<file path="src/rtl/matrix_frame_loader.sv">
// Writer side of the operand RAM: packs a host byte frame (size, 32 A bytes, 32 B bytes)
// into three words at BASE_ADDR+0/+1/+2, then pulses o_done.
module matrix_frame_loader #(
    parameter int DATA_W      = 256,
    parameter int ADDR_W      = 8,
    parameter int BASE_ADDR   = 0,
    parameter int TIMEOUT_CYC = 1_000_000
) (
    input  logic              clk,
    input  logic              rst,
    input  logic              i_start,
    input  logic [7:0]        i_s_data,
    input  logic              i_s_valid,
    output logic              o_s_ready,
    output logic [ADDR_W-1:0] o_ram_addr,
    output logic [DATA_W-1:0] o_ram_wdata,
    output logic              o_ram_we,
    output logic              o_busy,
    output logic              o_done,
    output logic              o_err,
    output logic [2:0]        o_size_out
);

    localparam int BYTES = DATA_W / 8;
    localparam int IDX_W = $clog2(BYTES);
    localparam int CNT_W = $clog2(TIMEOUT_CYC + 1);

    typedef enum logic [2:0] {
        S_IDLE,
        S_HDR,
        S_WR_HDR,
        S_COL_A,
        S_WR_A,
        S_COL_B,
        S_WR_B,
        S_DONE
    } state_t;

    state_t             r_state;
    state_t             w_state_next;
    logic [IDX_W-1:0]   r_idx;
    logic [DATA_W-1:0]  r_buf;
    logic [CNT_W-1:0]   r_cnt;
    logic               r_err;
    logic [2:0]         r_size;
    logic [ADDR_W-1:0]  r_ram_addr;
    logic [DATA_W-1:0]  r_ram_wdata;

    logic               w_transfer;
    logic               w_collect;
    logic               w_timeout;
    logic               w_hdr_ok;
    logic               w_last_byte;
    logic [DATA_W-1:0]  w_buf_next;

    assign w_transfer  = i_s_valid & o_s_ready;
    assign w_collect   = (r_state == S_HDR) || (r_state == S_COL_A) || (r_state == S_COL_B);
    assign w_timeout   = w_collect && !w_transfer && (r_cnt == CNT_W'(TIMEOUT_CYC - 1));
    assign w_hdr_ok    = (i_s_data >= 8'd2) && (i_s_data <= 8'd5);
    assign w_last_byte = (r_idx == IDX_W'(BYTES - 1));

    // First accepted byte of a word lands in the least significant lane.
    always_comb begin
        w_buf_next                           = r_buf;
        w_buf_next[{r_idx, 3'b000} +: 8]     = i_s_data;
    end

    // State register
    always_ff @(posedge clk) begin
        // NOTE: sequential state uses non-blocking assignments so every register samples pre-edge values.
        if (rst) begin
            r_state <= S_IDLE;
        end else begin
            r_state <= w_state_next;
        end
    end

    // Next-state logic
    always_comb begin
        // NOTE: default first so no path leaves w_state_next unassigned (no latch).
        w_state_next = r_state;
        case (r_state)
            S_IDLE:   if (i_start) w_state_next = S_HDR;
            S_HDR: begin
                if (w_timeout) begin
                    w_state_next = S_IDLE;
                end else if (w_transfer) begin
                    w_state_next = w_hdr_ok ? S_WR_HDR : S_IDLE;
                end
            end
            S_WR_HDR: w_state_next = S_COL_A;
            S_COL_A: begin
                if (w_timeout) begin
                    w_state_next = S_IDLE;
                end else if (w_transfer && w_last_byte) begin
                    w_state_next = S_WR_A;
                end
            end
            S_WR_A:   w_state_next = S_COL_B;
            S_COL_B: begin
                if (w_timeout) begin
                    w_state_next = S_IDLE;
                end else if (w_transfer && w_last_byte) begin
                    w_state_next = S_WR_B;
                end
            end
            S_WR_B:   w_state_next = S_DONE;
            S_DONE:   w_state_next = S_IDLE;
            default:  w_state_next = S_IDLE;
        endcase
    end

    // Output decode
    always_comb begin
        o_s_ready = 1'b0;
        o_ram_we  = 1'b0;
        o_busy    = 1'b1;
        o_done    = 1'b0;
        case (r_state)
            S_IDLE:                   o_busy    = 1'b0;
            S_HDR, S_COL_A, S_COL_B:  o_s_ready = 1'b1;
            S_WR_HDR, S_WR_A, S_WR_B: o_ram_we  = 1'b1;
            S_DONE:                   o_done    = 1'b1;
            default:                  o_busy    = 1'b0;
        endcase
    end

    assign o_err       = r_err;
    assign o_size_out  = r_size;
    assign o_ram_addr  = r_ram_addr;
    assign o_ram_wdata = r_ram_wdata;

    // Idle-cycle counter: cleared on every transfer and whenever not collecting.
    always_ff @(posedge clk) begin
        if (rst) begin
            r_cnt <= '0;
        end else if (w_collect && !w_transfer) begin
            r_cnt <= r_cnt + CNT_W'(1);
        end else begin
            r_cnt <= '0;
        end
    end

    // Error flag and latched header size
    always_ff @(posedge clk) begin
        if (rst) begin
            r_err  <= 1'b0;
            r_size <= 3'd0;
        end else begin
            if (r_state == S_IDLE && i_start) begin
                r_err <= 1'b0;
            end else if (w_timeout || (r_state == S_HDR && w_transfer && !w_hdr_ok)) begin
                r_err <= 1'b1;
            end
            if (r_state == S_HDR && w_transfer && w_hdr_ok) begin
                r_size <= i_s_data[2:0];
            end
        end
    end

    // Pack buffer and byte index; a timed-out partial word is dropped here.
    always_ff @(posedge clk) begin
        if (rst) begin
            r_idx <= '0;
            r_buf <= '0;
        end else if ((r_state == S_IDLE && i_start) || w_timeout) begin
            r_idx <= '0;
            r_buf <= '0;
        end else if ((r_state == S_COL_A || r_state == S_COL_B) && w_transfer) begin
            r_idx <= w_last_byte ? '0 : r_idx + IDX_W'(1);
            r_buf <= w_last_byte ? '0 : w_buf_next;
        end
    end

    // Write port registers load on the completing transfer so they are valid throughout the we cycle.
    always_ff @(posedge clk) begin
        if (rst) begin
            r_ram_addr  <= '0;
            r_ram_wdata <= '0;
        end else if (w_transfer && !w_timeout) begin
            if (r_state == S_HDR && w_hdr_ok) begin
                r_ram_addr  <= ADDR_W'(BASE_ADDR);
                r_ram_wdata <= {{(DATA_W - 8){1'b0}}, i_s_data};
            end else if (r_state == S_COL_A && w_last_byte) begin
                r_ram_addr  <= ADDR_W'(BASE_ADDR + 1);
                r_ram_wdata <= w_buf_next;
            end else if (r_state == S_COL_B && w_last_byte) begin
                r_ram_addr  <= ADDR_W'(BASE_ADDR + 2);
                r_ram_wdata <= w_buf_next;
            end
        end
    end

endmodule

</file>
<file path="config.mk">
export PLATFORM = sky130hd
export DESIGN_NAME = matrix_frame_loader
export DESIGN_NICKNAME = d
export VERILOG_FILES = /design/src/rtl/matrix_frame_loader.sv
export SDC_FILE = /design/constraint.sdc
export NUM_CORES = 1
export LEC_CHECK = 0
export CELL_PAD_IN_SITES_DETAIL_PLACEMENT = 1
export CELL_PAD_IN_SITES_GLOBAL_PLACEMENT = 2
export CORE_ASPECT_RATIO = 0.75
export CORE_MARGIN = 2
export CORE_UTILIZATION = 35
export CTS_CLUSTER_DIAMETER = 100
export DETAILED_ROUTE_END_ITERATION = 16
export PLACE_DENSITY = 0.87
export REMOVE_ABC_BUFFERS = 1
export SETUP_SLACK_MARGIN = 0.3
export SLEW_MARGIN = 20
export SYNTH_ARGS = -nofsm -noshare
export SYNTH_HDL_FRONTEND = slang
export SYNTH_SLANG_ARGS = --single-unit
</file>
<file path="constraint.sdc">
create_clock -name clk -period 3.6 [get_ports clk]
set_input_delay 0.54 -clock clk [delete_from_list [all_inputs] [get_ports clk]]
set_output_delay 0.54 -clock clk [all_outputs]
set_load 0.03 [all_outputs]
</file>
### Word level (Yosys, flattened, before mapping)

Index checks and enable logic that the tools add are counted.
W data, S select, Z words.

* output and inout bits: 272
* bits in registers: 552

* add/subtract/negate cells: 3
* magnitude comparators: 2
* eq/ne operators: 13
* bitwise operators: 2
* shift operators: 2
* multiplexer cells: 22
* reductions and logical operators: 30

Operator list (count)
* $mux W256: 4
* $bwmux W256: 1
* $shift A8 B10 Y256 const A: 1
* $shiftx A8 B10 Y256: 1
* $mux W8: 3
* $pmux W3 S8: 1
* $mux W3: 7
* $add A20 B1 Y20 const B: 1
* $eq A20 B20 Y1 const B: 1
* $logic_and A1 B1 Y1: 13
* $eq A3 B3 Y1 const B: 4
* $neg A8 Y10: 1
* $ge A8 B2 Y1 const B: 1
* $le A8 B3 Y1 const B: 1
* $eq A3 B2 Y1 const B: 2
* $ne A3 B2 Y1 const B: 2
* $reduce_or A2 Y1: 3
* $reduce_or A3 Y1: 2
* $add A5 B1 Y5 const B: 1
* $eq A5 B5 Y1 const B: 1
* $logic_or A1 B1 Y1: 5
* $mux W5: 1
* $mux W1: 4
* $reduce_and A4 Y1: 1
* 10 further kinds: 12

### Depth between registers and ports, before layout

Gate-level depths: netlist of run 1.

* depth in word-level cells: 10
* mapped depth: 11
* mapped depth without buffers: 8

### Worst setup path before layout of run 1

No wires, ideal clock.

* path kind: flip-flop to flip-flop
* start point: reg r_idx[0]
* end point: reg r_ram_wdata[192], in the netlist o_ram_wdata[192]
* library setup time: 127 ps
* stages on the path, launching flop included: 12
* required time: 3473 ps
* path buffers: 4
* period minus slack after synthesis: 2811 ps
* arrival: 2684 ps
* path slack: 789 ps
* cells stage by stage: dfxtp_1 buf_2 clkinv_1 ha_1 buf_6 and2b_4 a32oi_4 a211o_1 buf_6 buf_8 mux2i_1 o2bb2ai_1

* cells in the longest elaborated chain, start to end: 6
* elaborated cells on any way between the ends: 12
* classes of those cells: add/sub (1); eq/ne (1); shift (2); mux (4); reduce/logical (4)

RTL lines
* start, declared: line 41 `logic [IDX_W-1:0] r_idx;`
* start signal, assigned: line 170 `r_idx <= w_last_byte ? '0 : r_idx + IDX_W'(1);`
* $neg A8 Y10: line 65 `w_buf_next[{r_idx, 3'b000} +: 8] = i_s_data;`
* $shiftx A8 B10 Y256 / $shift A8 B10 Y256 (equally long branches): line 65
* $bwmux W256: line 65
* $mux W256: line 187 `end else if (r_state == S_COL_B && w_last_byte) begin`
* $mux W256: line 184 `end else if (r_state == S_COL_A && w_last_byte) begin`
* $mux W256: line 181 `if (r_state == S_HDR && w_hdr_ok) begin`
* end signal, assigned: line 183 `r_ram_wdata <= {{(DATA_W - 8){1'b0}}, i_s_data};`
* end signal, assigned: line 186 `r_ram_wdata <= w_buf_next;`
* end signal, assigned: line 189 `r_ram_wdata <= w_buf_next;`
* end, declared: line 47 `logic [DATA_W-1:0] r_ram_wdata;`

Parallel ways exist; a longest one is shown, timed or not. The select of a mux whose other input is x is not followed.
A chain may end at the register's enable or synchronous reset.

### Final worst setup path of run 1

* start point: reg r_idx[0]
* end point: reg r_ram_wdata[182], in the netlist o_ram_wdata[182]

Same word-level chain as after synthesis.

==> results.json, run 1 <==
{
  "die_width_microns": 301,
  "fraction_of_power_spent_switching_nets_pct": 22.0,
  "design.die.area_sq_um": 68400,
  "critical-path-max-stage-delay_ns": 0.61,
  "synthCells": 2497,
  "slew-limit-headroom_pct": 25.6,
  "antenna_violations_before_repair": 1,
  "cts.hold.buffers_added": 0,
  "final_layout_size_suffix_gt1_share_pct": 9.08,
  "numCtsBuffers": 56,
  "max_freq_ghz": 0.321,
  "initial_drc_count": 1547,
  "drc": 0,
  "yosysTopAreaCellShare_pct": 47.1,
  "fill_cells": 7292,
  "maximum_number_of_pins_on_one_net_before_global_route_repair": 138,
  "drt_first_pass_iters": 5,
  "dominantRegCellSynth": "dfxtp_1",
  "crit_fanout": 16,
  "layout-area-overhead-vs-synth_pct": 24.7,
  "dp.final_hpwl_microns": 55200,
  "r2r_setup_slack_ns": 0.48,
  "setup_violations": 0,
  "syn_area_per_cell_sq_um": 9.29,
  "pwr-share-seq_pct": 46.9,
  "pwr_density_cell_nw_per_um2": 446,
  "num_vias": 20400,
  "cp_required_ns": 4.10,
  "critPathLaunchType": "flop",
  "cts_max_level": 2,
  "cts.path.max_buffers": 3,
  "power_leakage_uw": 0.00890,
  "first_global_vias": 20700,
  "placementRows": 81,
  "yosysTopAreaCell": "dfxtp_1",
  "p_sw_uw": 2840,
  "cp_num_buf_inv": 1,
  "r2r_cells": 7,
  "slew_viol_final": 0,
  "routabilityCongestion": 0.863,
  "ys_async_sr_fraction_pct": 0,
  "clkSinkCount": 546,
  "synthTopCellsByCount": "dfxtp_1 (546), nand2_1 (282), a21oi_1 (263)",
  "initial_utilization_pct": 35.5,
  "proportion_of_power_drawn_by_combinational_gates_pct": 2.4,
  "syn_area_sq_um": 23200,
  "clk_root_buffer_cell": "clkbuf_16",
  "worstReg2RegStart": "r_idx[0]$_SDFFE_PP0P_",
  "design.final.nets": 2714,
  "num_antenna_cells": 0,
  "post_dp_cell_area_sq_um": 26800,
  "cell_internal_pwr_uw": 10100,
  "setup.worst_path.end_class": "flop",
  "synth.area.top_cells": "dfxtp_1 (47%), mux2i_1 (10%), o2bb2ai_1 (9.6%)",
  "coreArea_sq_um": 65400,
  "count_of_boundary_i_o_pins": 284,
  "synthesis.yosys.warnings": 0,
  "synth_seq_area_share_pct": 47.1,
  "cp_slowest_cell": "nand2_1",
  "number_of_cells_after_detailed_placement": 3508,
  "crit_arrival_ns": 3.62,
  "worst_hold_path.endpoint": "o_ram_wdata[237]$_SDFFE_PP0P_",
  "type_of_the_worst_setup_path": "flop to flop",
  "layout.core_utilization_pct": 44.2,
  "cts_tree": "yes",
  "drt-vias-per-instance": 5.64,
  "worstSkewPairLatency_ns": 0.62,
  "worst_pin_slew_ns": 1.09,
  "grt_pass1_wl_microns": 126000,
  "worst_hold_startpoint": "o_ram_wdata[237]$_SDFFE_PP0P_",
  "cts.clk_slew.worst_paths_ns": 0.07,
  "finish.cell_count_without_fillers": 3614,
  "rsz_0062_raised_after_global_routing": "true",
  "ys_seq_elements": 546,
  "avgRoutedWirePerCell_microns": 22.7,
  "pwr-share-clk_pct": 50.8,
  "synth.lib_cells_used.distinct": 77,
  "gr-usage-all-layers_pct": 23.3,
  "min-delay-path-class": "flop to flop",
  "timing.final.hold_violations": 0,
  "finalWirelength_microns": 82200,
  "globalRoute.totalOverflow": 0,
  "synth_enable_flop_cells": 0,
  "max_cap_violations": 0,
  "post-route-min-period_ns": 3.12,
  "crit_path_leading_delay_family": "simple AND/OR/NAND/NOR gates",
  "peakVddDrop_mv": 0.384,
  "status": "finished clean",
  "vertical_extent_of_the_die_microns": 227,
  "finalCritPeriodShare_pct": 86.5,
  "yosysMostFrequentCell": "dfxtp_1",
  "ordered_list_of_cells_on_the_worst_path": "clkinv_1, ha_2, or4b_4, nand2_1, nor2_1, mux2i_1, o2bb2ai_1",
  "min_delay_path_depth": 1,
  "portBuffers": 277,
  "worst_clock_skew_on_the_final_layout_ns": 0.0224,
  "rr_endpoint": "o_ram_wdata[182]$_SDFFE_PP0P_",
  "design_area_sq_um": 28900,
  "ant_nets": 0
}
worst max path at each step:
stage,start,to,slack [ns],depth (start not counted)
after floorplan,r_idx[0]$_SDFFE_PP0P_,o_ram_wdata[100]$_SDFFE_PP0P_,-7.16,7
after global placement,r_idx[1]$_SDFFE_PP0P_,o_ram_wdata[246]$_SDFFE_PP0P_,0.43,7
after detailed placement,i_s_valid,r_buf[57]$_SDFFE_PP0P_,0.36,7
after CTS,r_idx[1]$_SDFFE_PP0P_,r_buf[148]$_SDFFE_PP0P_,0.33,10
after global routing,r_idx[1]$_SDFFE_PP0P_,r_buf[118]$_SDFFE_PP0P_,0.27,10
final,r_idx[0]$_SDFFE_PP0P_,o_ram_wdata[182]$_SDFFE_PP0P_,0.48,7
what timing repair did:
action / CTS / global route
setup buffers: 0 / 0
resized for setup: 0 / 10
setup endpoints to repair: 0 / 129
metal layers:
metal | vias up | GRT usage [%] | routed length [microns]
li1 | 9472 | - | -
met1 | 10300 | 32.3 | 37800
met2 | 511 | 37.6 | 38300
met3 | 112 | 4.09 | 4500
met4 | 2 | 5.58 | 1600
met5 | - | 0 | 12
registers in the layout, indices dropped and copies added (netlist names):
register	count
o_err	1
o_ram_addr	2
o_ram_wdata	256
o_size_out	3
r_buf	256
r_cnt	20
r_idx	5
r_state	3
power groups by stage:
stage	Combinational [uW]	Clock [uW]	Sequential, uW
2_1_floorplan	139	0	6180
3_3_place_gp	295	0	6180
3_5_place_dp	301	0	6180
4_1_cts	301	6650	6040
5_1_grt	322	6910	6040
6_report	306	6550	6050
per-stage QoR:
stage	setup WS (ns)	hold WS, ns	TNS (ns)	power [uW]
floorplan	-7.16	0.430	-2438.20	6320
global placement	0.431	0.444	0	6480
detailed placement	0.361	0.445	0	6480
CTS	0.330	0.465	0	13000
global route	0.268	0.475	0	13300
finish	0.484	0.458	0	12900
layout by cell type, fill, tap and decap left out, types with 10 or more instances in the layout:
| cell type | count |
|---|---|
| o21ai_0 | 194 |
| nand2_1 | 281 |
| a21oi_1 | 263 |
| nor2_1 | 83 |
| a21oi_2 | 13 |
| nor3_1 | 53 |
| and2_1 | 10 |
| buf_12 | 13 |
| buf_4 | 70 |
| nor2b_1 | 24 |
| bufinv_16 | 12 |
| mux2i_1 | 236 |
| nand4_1 | 25 |
| and3_1 | 16 |
| inv_1 | 15 |
| o2bb2ai_1 | 255 |
| clkinv_2 | 14 |
| clkdlybuf4s50_1 | 277 |
| nand3_1 | 66 |
| a31oi_1 | 44 |
| xor2_1 | 15 |
| or4_1 | 10 |
| dfxtp_1 | 546 |
| clkbuf_16 | 57 |
final cells by class:
| cell class | instances | area, sq um | share of cell area [%] |
|---|---|---|---|
| clock buffers | 73 | 1580 | 5.45 |
| multi-input cells | 1713 | 11200 | 38.7 |
| repair buffers | 360 | 3560 | 12.3 |
| well taps | 871 | 1090 | 3.77 |
| clock inverters | 33 | 488 | 1.69 |
| flip-flops and latches | 546 | 10900 | 37.8 |
| inverters | 18 | 67.6 | 0.234 |
logic make-up (layout without fill, tap and decap cells):
logic type	count (synthesis)	in the layout	share of synthesized area, %
compound gates	818	818	23.3
xor+xnor	22	22	0.993
fa+ha+maj	7	7	0.378
buf+inv	243	484	5.15
flops	546	546	47.1
mux	238	238	10.3
other cells	1	6	0.0162
simple gates	622	622	12.8
No activity file was read; power rests on OpenSTA's default activity.
==> run 2, diff against run 1 <==
Settings changed: CORE_MARGIN 2 to 5, SKIP_LAST_GASP set to 1.
==> run 2 against run 1 <==
Routed wire length is 3.1% higher. Clock power is 2% lower. Worst hold slack better by 0.00057 ns. Critical path type unchanged. Sequential power hardly changed. Largest cell class unchanged. Register-to-register slack hardly changed. Non-clock buffer count is 15 higher. Largest power group unchanged. Global-route usage is 0.83 points lower. Core utilization hardly changed. Count of clock-buffer cells in the layout is 3 lower. Cell area hardly changed.
==> results.json, run 2 (synthesized netlist as in run 1, its figures left out) <==
{
  "crit_path_leading_delay_family": "simple AND/OR/NAND/NOR gates",
  "globalRoute.totalOverflow": 0,
  "number_of_cells_after_detailed_placement": 3522,
  "grt.met2_usage_pct": 36.8,
  "seqCellArea_sq_um": 10900,
  "cts.clk_slew.worst_paths_ns": 0.07,
  "final_layout_size_suffix_gt1_share_pct": 9.56,
  "design_area_sq_um": 28900,
  "fill_cells": 7365,
  "coreArea_sq_um": 65500,
  "cts_max_level": 2,
  "clkSinkCount": 546,
  "first_global_vias": 21000,
  "ordered_list_of_cells_on_the_worst_path": "ha_1, and3_1, ha_2, o211ai_1, a21oi_1, nor2_4, buf_12, o2bb2ai_1",
  "cts.path.max_buffers": 3,
  "worst_hold_startpoint": "o_ram_wdata[207]$_SDFFE_PP0P_",
  "numCtsBuffers": 56,
  "drt-vias-per-instance": 5.64,
  "drc": 0,
  "layout-area-overhead-vs-synth_pct": 24.7,
  "setup_violations": 0,
  "routabilityCongestion": 0.849,
  "type_of_the_worst_setup_path": "flop to flop",
  "finish.cell_count_without_fillers": 3625,
  "cts_tree": "yes",
  "worstReg2RegStart": "r_idx[1]$_SDFFE_PP0P_",
  "worst_pin_slew_ns": 1.04,
  "vertical_extent_of_the_die_microns": 233,
  "power_leakage_uw": 0.00891,
  "count_of_boundary_i_o_pins": 284,
  "cp_num_buf_inv": 1,
  "design.die.area_sq_um": 71600,
  "placementRows": 81,
  "worstSkewPairLatency_ns": 0.61,
  "initial_utilization_pct": 35.4,
  "critPathLaunchType": "flop",
  "clk_root_buffer_cell": "clkbuf_16",
  "antenna_violations_before_repair": 1,
  "drt_first_pass_iters": 5,
  "finalCritPeriodShare_pct": 86.5,
  "min-delay-path-class": "flop to flop",
  "status": "finished clean",
  "p_sw_uw": 2790,
  "avgRoutedWirePerCell_microns": 23.4,
  "design.final.nets": 2729,
  "maximum_number_of_pins_on_one_net_before_global_route_repair": 86,
  "pwr-share-clk_pct": 50.1,
  "peakVddDrop_mv": 0.288,
  "cp_required_ns": 4.12,
  "slew-limit-headroom_pct": 29.0,
  "multi_input_area_sq_um": 11200,
  "slew_viol_final": 0,
  "portBuffers": 277,
  "fin_hold_ws_ns": 0.459,
  "worst_clock_skew_on_the_final_layout_ns": 0.0151,
  "cts.hold.buffers_added": 0,
  "setup.worst_path.end_class": "flop",
  "finalWirelength_microns": 84700,
  "ant_nets": 0,
  "pwr_density_cell_nw_per_um2": 441,
  "groute.layer.met1.usage_pct": 30.5,
  "grt_pass1_wl_microns": 129000,
  "fraction_of_power_spent_switching_nets_pct": 21.8,
  "post_dp_cell_area_sq_um": 26800,
  "max_freq_ghz": 0.321,
  "crit_fanout": 71,
  "timing.final.hold_violations": 0,
  "rsz_0062_raised_after_global_routing": "false",
  "critical-path-max-stage-delay_ns": 0.71,
  "gr-usage-all-layers_pct": 22.5,
  "post-route-min-period_ns": 3.11,
  "pwr-share-seq_pct": 47.4,
  "num_vias": 20400,
  "cell_internal_pwr_uw": 9970,
  "die_width_microns": 307,
  "timing.critical_path.from": "r_idx[1]$_SDFFE_PP0P_",
  "proportion_of_power_drawn_by_combinational_gates_pct": 2.5,
  "top_usage_layer": "met2",
  "max_cap_violations": 0,
  "met3_usage_pct": 4.07,
  "layout.cells.most_common_list": "dfxtp_1 (546), nand2_1 (280), clkdlybuf4s50_1 (277)",
  "crit_arrival_ns": 3.63,
  "final_common_cell": "dfxtp_1",
  "dp.final_hpwl_microns": 57800,
  "totalNegativeSetupSlack_ns": 0,
  "cp_slowest_cell": "nor2_4",
  "initial_drc_count": 1386
}
run 2: worst register-to-register path, stage by stage (launching register included):
cell and delay, ns:
dfxtp_1 0.49, ha_1 0.31, and3_1 0.19, ha_2 0.26, o211ai_1 0.23, a21oi_1 0.20
nor2_4 0.71, buf_12 0.39, o2bb2ai_1 0.23
run 2: worst paths after layout:
kind,end,slack (ns),depth (start not counted)
setup / recovery,o_ram_wdata[54]$_SDFFE_PP0P_,0.49,8
hold / removal,o_ram_wdata[207]$_SDFFE_PP0P_,0.46,1
setup reg to reg,o_ram_wdata[54]$_SDFFE_PP0P_,0.49,8
hold reg to reg,o_ram_wdata[207]$_SDFFE_PP0P_,0.46,1
run 2: per-layer routing:
layer	part of all wire, %	vias up
met2	46	521
met3	5.4	133
met5	0.011	-
li1	-	9469
met1	46	10300
met4	2.7	2
run 2: power groups by stage:
stage	Clock [uW]	Combinational, uW	Sequential, uW
3_3_place_gp	0	303	6180
2_1_floorplan	0	139	6180
4_1_cts	6530	311	6040
6_report	6400	317	6050
3_5_place_dp	0	310	6180
5_1_grt	6780	332	6040
run 2: per-stage QoR:
step	power (uW)	setup WS, ns	util, %
2_1_floorplan	6320	-7.16	-
3_3_place_gp	6480	0.453	41.0
3_5_place_dp	6490	0.307	41.0
4_1_cts	12900	0.290	44.1
6_report	12800	0.487	44.2
5_1_grt	13200	0.327	44.2
run 2: layout make-up:
cell class	instances	share of cell area, %
Antenna cell	2	0.0173
Sequential cell	546	37.8
Inverter	18	0.234
Multi-Input combinational cell	1713	38.7
Timing Repair Buffer	375	12.6
Clock buffer	70	5.31
Clock inverter	30	1.59
Tap cell	871	3.77
run 2: timing repair:
item,CTS,global route
gates resized for setup,0,13
buffers inserted,0,1
endpoints found under the setup margin,1,208
